### config.mk
export PLATFORM = sky130hd
export DESIGN_NAME = result_collector
export DESIGN_NICKNAME = d
export VERILOG_FILES = /design/src/rtl/result_collector_pkg.sv /design/src/rtl/sync_fifo.sv /design/src/rtl/result_collector.sv
export SDC_FILE = /design/constraint.sdc
export NUM_CORES = 1
export LEC_CHECK = 0
export ABC_AREA = 1
export CAP_MARGIN = 20
export CORE_ASPECT_RATIO = 1.1
export CORE_MARGIN = 5
export CORE_UTILIZATION = 65
export CTS_CLUSTER_SIZE = 40
export DETAILED_ROUTE_END_ITERATION = 16
export DONT_BUFFER_PORTS = 1
export PLACE_DENSITY = 0.9
export SLEW_MARGIN = 0
export SYNTH_ARGS = -nofsm -noshare
export SYNTH_HDL_FRONTEND = slang
export SYNTH_SLANG_ARGS = --single-unit
### constraint.sdc
create_clock -name clk -period 3.6 [get_ports clk]
set_input_delay 0.36 -clock clk [delete_from_list [all_inputs] [get_ports clk]]
set_output_delay 0.36 -clock clk [all_outputs]
set_load 0.005 [all_outputs]
### src/rtl/result_collector_pkg.sv
// rtl/result_collector_pkg.sv - shared state encoding and default sizing for the result collector
package result_collector_pkg;

    localparam int DEF_BITWIDTH   = 16;
    localparam int DEF_LATENCY    = 5;
    localparam int DEF_FIFO_DEPTH = 4;

    typedef enum logic [1:0] {
        ST_IDLE    = 2'd0,
        ST_SKIP    = 2'd1,
        ST_COLLECT = 2'd2,
        ST_DRAIN   = 2'd3
    } state_t;

endpackage

### src/rtl/sync_fifo.sv
// rtl/sync_fifo.sv - single-clock FIFO with first-word-fall-through head and zeroed idle output
module sync_fifo #(
    parameter int WIDTH = 16,
    parameter int DEPTH = 4
) (
    input  logic             clk,
    input  logic             rst,
    input  logic             push,
    input  logic [WIDTH-1:0] data_in,
    input  logic             pop,
    output logic [WIDTH-1:0] data_out,
    output logic             full,
    output logic             empty
);

    localparam int AW = $clog2(DEPTH);

    logic [WIDTH-1:0] r_mem [DEPTH];
    logic [AW:0]      r_wr_ptr;
    logic [AW:0]      r_rd_ptr;
    logic             w_do_push;
    logic             w_do_pop;

    // Extra pointer MSB distinguishes full from empty when the indices match.
    assign empty     = (r_wr_ptr == r_rd_ptr);
    assign full      = (r_wr_ptr[AW-1:0] == r_rd_ptr[AW-1:0]) && (r_wr_ptr[AW] != r_rd_ptr[AW]);
    assign w_do_pop  = pop & ~empty;
    assign w_do_push = push & (~full | w_do_pop);
    assign data_out  = empty ? '0 : r_mem[r_rd_ptr[AW-1:0]];

    always_ff @(posedge clk or posedge rst) begin
        if (rst) begin
            r_wr_ptr <= '0;
            r_rd_ptr <= '0;
        end else begin
            if (w_do_push) r_wr_ptr <= r_wr_ptr + 1'b1;
            if (w_do_pop)  r_rd_ptr <= r_rd_ptr + 1'b1;
        end
    end

    always_ff @(posedge clk) begin
        if (w_do_push) r_mem[r_wr_ptr[AW-1:0]] <= data_in;
    end

endmodule

### src/rtl/result_collector.sv
// rtl/result_collector.sv - deserialises a pipelined serial result stream into words queued for a consumer
module result_collector
    import result_collector_pkg::*;
#(
    parameter int BITWIDTH   = DEF_BITWIDTH,
    parameter int LATENCY    = DEF_LATENCY,
    parameter int FIFO_DEPTH = DEF_FIFO_DEPTH
) (
    input  logic                clk,
    input  logic                reset,
    input  logic                start,
    input  logic [7:0]          num_words,
    input  logic                result_in,
    output logic [BITWIDTH-1:0] out_data,
    output logic                out_valid,
    input  logic                out_ready,
    output logic                busy,
    output logic                done,
    output logic                overflow
);

    localparam int BCW = $clog2(BITWIDTH);
    localparam int SCW = $clog2(LATENCY + 1);
    localparam logic [BCW-1:0] BIT_LAST  = BCW'(BITWIDTH - 1);
    localparam logic [SCW-1:0] SKIP_LAST = SCW'(LATENCY - 1);

    state_t              r_state;
    state_t              w_next;
    logic [SCW-1:0]      r_skip_cnt;
    logic [BCW-1:0]      r_bit_cnt;
    logic [7:0]          r_word_cnt;
    logic [7:0]          r_num_words;
    logic [BITWIDTH-2:0] r_shift;
    logic                r_done;
    logic                r_overflow;

    logic                w_start_go;
    logic                w_done_set;
    logic                w_push;
    logic                w_pop;
    logic                w_full;
    logic                w_empty;
    logic                w_drop;
    logic [BITWIDTH-1:0] w_word;

    // Newest sample enters at the MSB so the first sample ends up in bit 0.
    assign w_word    = {result_in, r_shift};
    assign out_valid = ~w_empty;
    assign w_pop     = out_valid & out_ready;
    assign w_drop    = w_push & w_full & ~w_pop;
    assign busy      = (r_state != ST_IDLE);
    assign done      = r_done;
    assign overflow  = r_overflow;

    always_ff @(posedge clk or posedge reset) begin
        if (reset) r_state <= ST_IDLE;
        else       r_state <= w_next;
    end

    always_comb begin
        w_next     = r_state;
        w_start_go = 1'b0;
        w_done_set = 1'b0;
        w_push     = 1'b0;
        case (r_state)
            ST_IDLE: begin
                if (start) begin
                    if (num_words != 8'd0) begin
                        w_start_go = 1'b1;
                        w_next     = ST_SKIP;
                    end else begin
                        w_done_set = 1'b1;
                    end
                end
            end
            ST_SKIP: begin
                if (r_skip_cnt == SKIP_LAST) w_next = ST_COLLECT;
            end
            ST_COLLECT: begin
                if (r_bit_cnt == BIT_LAST) begin
                    w_push = 1'b1;
                    if (r_word_cnt + 8'd1 == r_num_words) w_next = ST_DRAIN;
                end
            end
            ST_DRAIN: begin
                if (w_empty) begin
                    w_done_set = 1'b1;
                    w_next     = ST_IDLE;
                end
            end
            default: w_next = ST_IDLE;
        endcase
    end

    always_ff @(posedge clk or posedge reset) begin
        if (reset) begin
            r_skip_cnt  <= '0;
            r_bit_cnt   <= '0;
            r_word_cnt  <= '0;
            r_num_words <= '0;
            r_shift     <= '0;
            r_done      <= 1'b0;
            r_overflow  <= 1'b0;
        end else begin
            r_done <= w_done_set;
            if (w_start_go) begin
                r_skip_cnt  <= '0;
                r_bit_cnt   <= '0;
                r_word_cnt  <= '0;
                r_shift     <= '0;
                r_num_words <= num_words;
                r_overflow  <= 1'b0;
            end else begin
                if (w_drop) r_overflow <= 1'b1;
                if (r_state == ST_SKIP) r_skip_cnt <= r_skip_cnt + 1'b1;
                if (r_state == ST_COLLECT) begin
                    r_shift <= w_word[BITWIDTH-1:1];
                    if (w_push) begin
                        r_bit_cnt  <= '0;
                        r_word_cnt <= r_word_cnt + 8'd1;
                    end else begin
                        r_bit_cnt  <= r_bit_cnt + 1'b1;
                    end
                end
            end
        end
    end

    sync_fifo #(
        .WIDTH (BITWIDTH),
        .DEPTH (FIFO_DEPTH)
    ) u_fifo (
        .clk      (clk),
        .rst      (reset),
        .push     (w_push),
        .data_in  (w_word),
        .pop      (w_pop),
        .data_out (out_data),
        .full     (w_full),
        .empty    (w_empty)
    );

endmodule
==> flow_summary_export.csv <==
group,metric,value,unit
run_status,status,"finished clean",
clock_network,cts_buffers,9,
placed_design,portBuffers,0,
route,wire_per_inst,15.7,um
sta,finalHoldViolations,0,
power,power_density,673,nW/um2
layout,drive_gt1_frac,0.0988,
synth,synth_area_per_cell,10.2,um2
layout,nets,527,
global_routing,grt_max_degree,49,
synth,yosysSeqAreaShare,0.614,
power,irDropWorstVdd,404,uV
floorplanning,io_pins,33,
clock_network,hold_buffers,0,
global_routing,antenna_found_initial,0,
floorplanning,die_h,103,um
layout,antennaDiodeCount,0,
sta,min_period,2.55,ns
worst_hold_path,hp-class,"input port to flop",
synth,ys_types,36,
route,vias_per_cell,5.67,
layout,multi_input_area,1640,um2
sta,fmax,391,MHz
critical_path,rr_startpoint,"r_state[0]",
layout,nFillCells,550,
sta,post-route-period-util,0.710,
layout,seq_area,3120,um2
synth,ys_ff_latch,112,
global_routing,grt_pass1_vias,3380,
flow_run,cap_viol_max_count,0,
clock_network,clk_latency,0.38,ns
route,finalWirelength,9600,um
layout,design_area,5440,um2
clock_network,post-cts-setup-buffers,0,
synth,synth_top_cell_area_share,0.378,
sta,setup_viol,0,
sta,fin_setup_tns,0,ns
critical_path,required,3.60,ns
route,drt_iter0_drc,236,
synth,syn-cell-area,5080,um2
clock_network,cts_resized,0,
power,p_leak,2.27,nW
global_routing,grt_pass1_wl,16100,um
synth,synth_area_leader_cell,"edfxtp_1",
synth,ys_warn_count,0,
sta,drv_slew,0,
critical_path,rr_worst_depth,7,
critical_path,regToRegSetupSlack,1.05,ns
route,drtPass1Iterations,7,
clock_network,clock_path_buffers,2,
floorplanning,rows,33,
placed_design,place_area,5170,um2
synth,syn_inst,499,
worst_hold_path,holdPathStages,0,
clock_network,clock-sinks,112,
critical_path,worst_setup_path_end_kind,"flop",
clock_network,cts_root_buf,"clkbuf_8",
clock_network,cts_tree,"done",
critical_path,cp_data_arrival_time,2.56,ns
route,detail-route-antenna-nets,0,
sta,finClkSkew,0.0133,ns
critical_path,r2r_end,"u_fifo.r_mem[3][2]",
synth,synth_edf_count,64,
worst_hold_path,holdPathEnd,"u_fifo.r_mem[1][15]",
clock_network,clk_pin_slew_worst_paths,0.11,ns
critical_path,criticalPathCategory,"flop to flop",
synth,synth_flop_cell,"edfxtp_1",
critical_path,start_kind,"flop",
sta,rsz0062_at_grt,"false",
floorplanning,initial_core_util,0.673,
synth,ys_top_cells_by_area,"edfxtp_1, dfrtp_1, nand2_1",
sta,worstMarginPinSlew,0.888,ns
floorplanning,chipWidth,94.3,um
global_routing,grt_usage,0.218,
synth,async_reset_ff_frac,0.429,
worst_hold_path,hold_start,"result_in",
route,drc,0,
placed_design,routabilityCongestion,0.888,
sta,hold_ws,0.0716,ns
floorplanning,fp.dieArea,9690,um2
sta,max_slew_margin,0.408,
layout,syn_to_final_growth,7.04,%
critical_path,critPathMaxFanout,23,
route,vias,3467,
clock_network,h-tree-depth,3,
synth,syn_nets,525,
floorplanning,coreArea,7560,um2
global_routing,grt_overflow,0,
placed_design,hpwl,6310,um
-- worst max path at each step --
stage	cells after the start	endpoint	start	slack, ns
2_1_floorplan	6	u_fifo.r_mem[0][0]	r_state[0]	1.40
3_3_place_gp	4	u_fifo.r_mem[3][0]	u_fifo.r_rd_ptr[1]	1.09
3_5_place_dp	4	u_fifo.r_mem[3][1]	u_fifo.r_rd_ptr[1]	0.92
4_1_cts	4	out_data[7]	u_fifo.r_rd_ptr[1]	0.78
5_1_grt	7	u_fifo.r_mem[3][7]	r_state[0]	0.90
6_report	7	u_fifo.r_mem[3][2]	r_state[0]	1.05
-- per-stage QoR --
step | total power [mW] | instances | setup WS (ns) | utilization
finish | 3.66 | 611 | 1.05 | 0.720
global route | 3.91 | 611 | 0.901 | 0.720
CTS | 3.63 | 608 | 0.780 | 0.712
detailed placement | 2.86 | 592 | 0.921 | 0.684
global placement | 2.78 | 592 | 1.09 | 0.684
floorplan | 2.61 | 499 | 1.40 | -
-- final cells by class --
cell class | count | area share
sequential | 112 | 0.574
multi-input combinational | 310 | 0.302
inverter | 58 | 0.0400
tap | 105 | 0.0241
clock buffer | 9 | 0.0228
timing repair buffer | 10 | 0.0202
clock inverter | 7 | 0.0166
-- sequential cells by signal (all words and copies together), names as in the netlist --
signal,cells
r_num_words,8
u_fifo.r_wr_ptr,3
r_state,2
r_shift,15
r_bit_cnt,4
r_skip_cnt,3
done,1
u_fifo.r_rd_ptr,3
u_fifo.r_mem,64
r_word_cnt,8
overflow,1
-- power by group --
| group | total [mW] | switching, mW | internal [mW] |
|---|---|---|---|
| registers | 1.65 | 0.144 | 1.51 |
| clock network | 0.786 | 0.448 | 0.337 |
| logic | 1.23 | 0.789 | 0.438 |
-- cell usage in the layout, fill, tap and decap left out, types with 3 or more instances in the layout --
cell	n
nand2_1	105
edfxtp_1	64
nor2_1	61
inv_1	52
dfrtp_1	48
o21ai_0	25
a21oi_1	23
nand3_1	19
o32ai_1	16
ha_1	13
clkbuf_8	9
buf_4	7
nor2_2	6
nand4_1	5
inv_2	5
nand2_2	4
o21ai_1	4
xnor2_1	4
xor2_1	4
o22ai_1	3
nand3_2	3
-- layer usage --
layer,wire [um],global-route usage,part of all wire,vias up
met4,152,0.0700,0.016,0
met1,3900,0.267,0.41,1664
met3,616,0.0504,0.064,14
met5,0,0,0,-
li1,-,-,-,1664
met2,4930,0.385,0.51,125
-- kinds of logic after synthesis --
group,Yosys count,share of synthesized area
fa+ha+maj,13,0.0320
mux,1,0.00222
simple gates,208,0.175
compound gates,78,0.0943
xor+xnor,10,0.0202
buf+inv,77,0.0620
flops,112,0.614
-- critical path: stages, from the launching register on --
cell and delay (ns):
dfrtp_1 0.44, inv_1 0.10, ha_1 0.17, buf_4 0.27
nand2_1 0.16, nor2_2 0.21, nand2_2 0.14, nor2_2 0.70
-- synthesized netlist by cell type (3+ instances only) --
master,number
inv_2,4
xnor2_1,4
ha_1,13
o21ai_1,4
nand3_1,19
nor2_1,61
buf_2,9
dfrtp_1,48
o32ai_1,16
o22ai_1,3
inv_1,53
nand2_2,4
a21oi_1,23
nand3_2,3
nand4_1,5
nor2_2,6
edfxtp_1,64
o21ai_0,25
xor2_1,4
clkbuf_1,6
nand2_1,105
No activity file was read; power rests on OpenSTA's default activity.
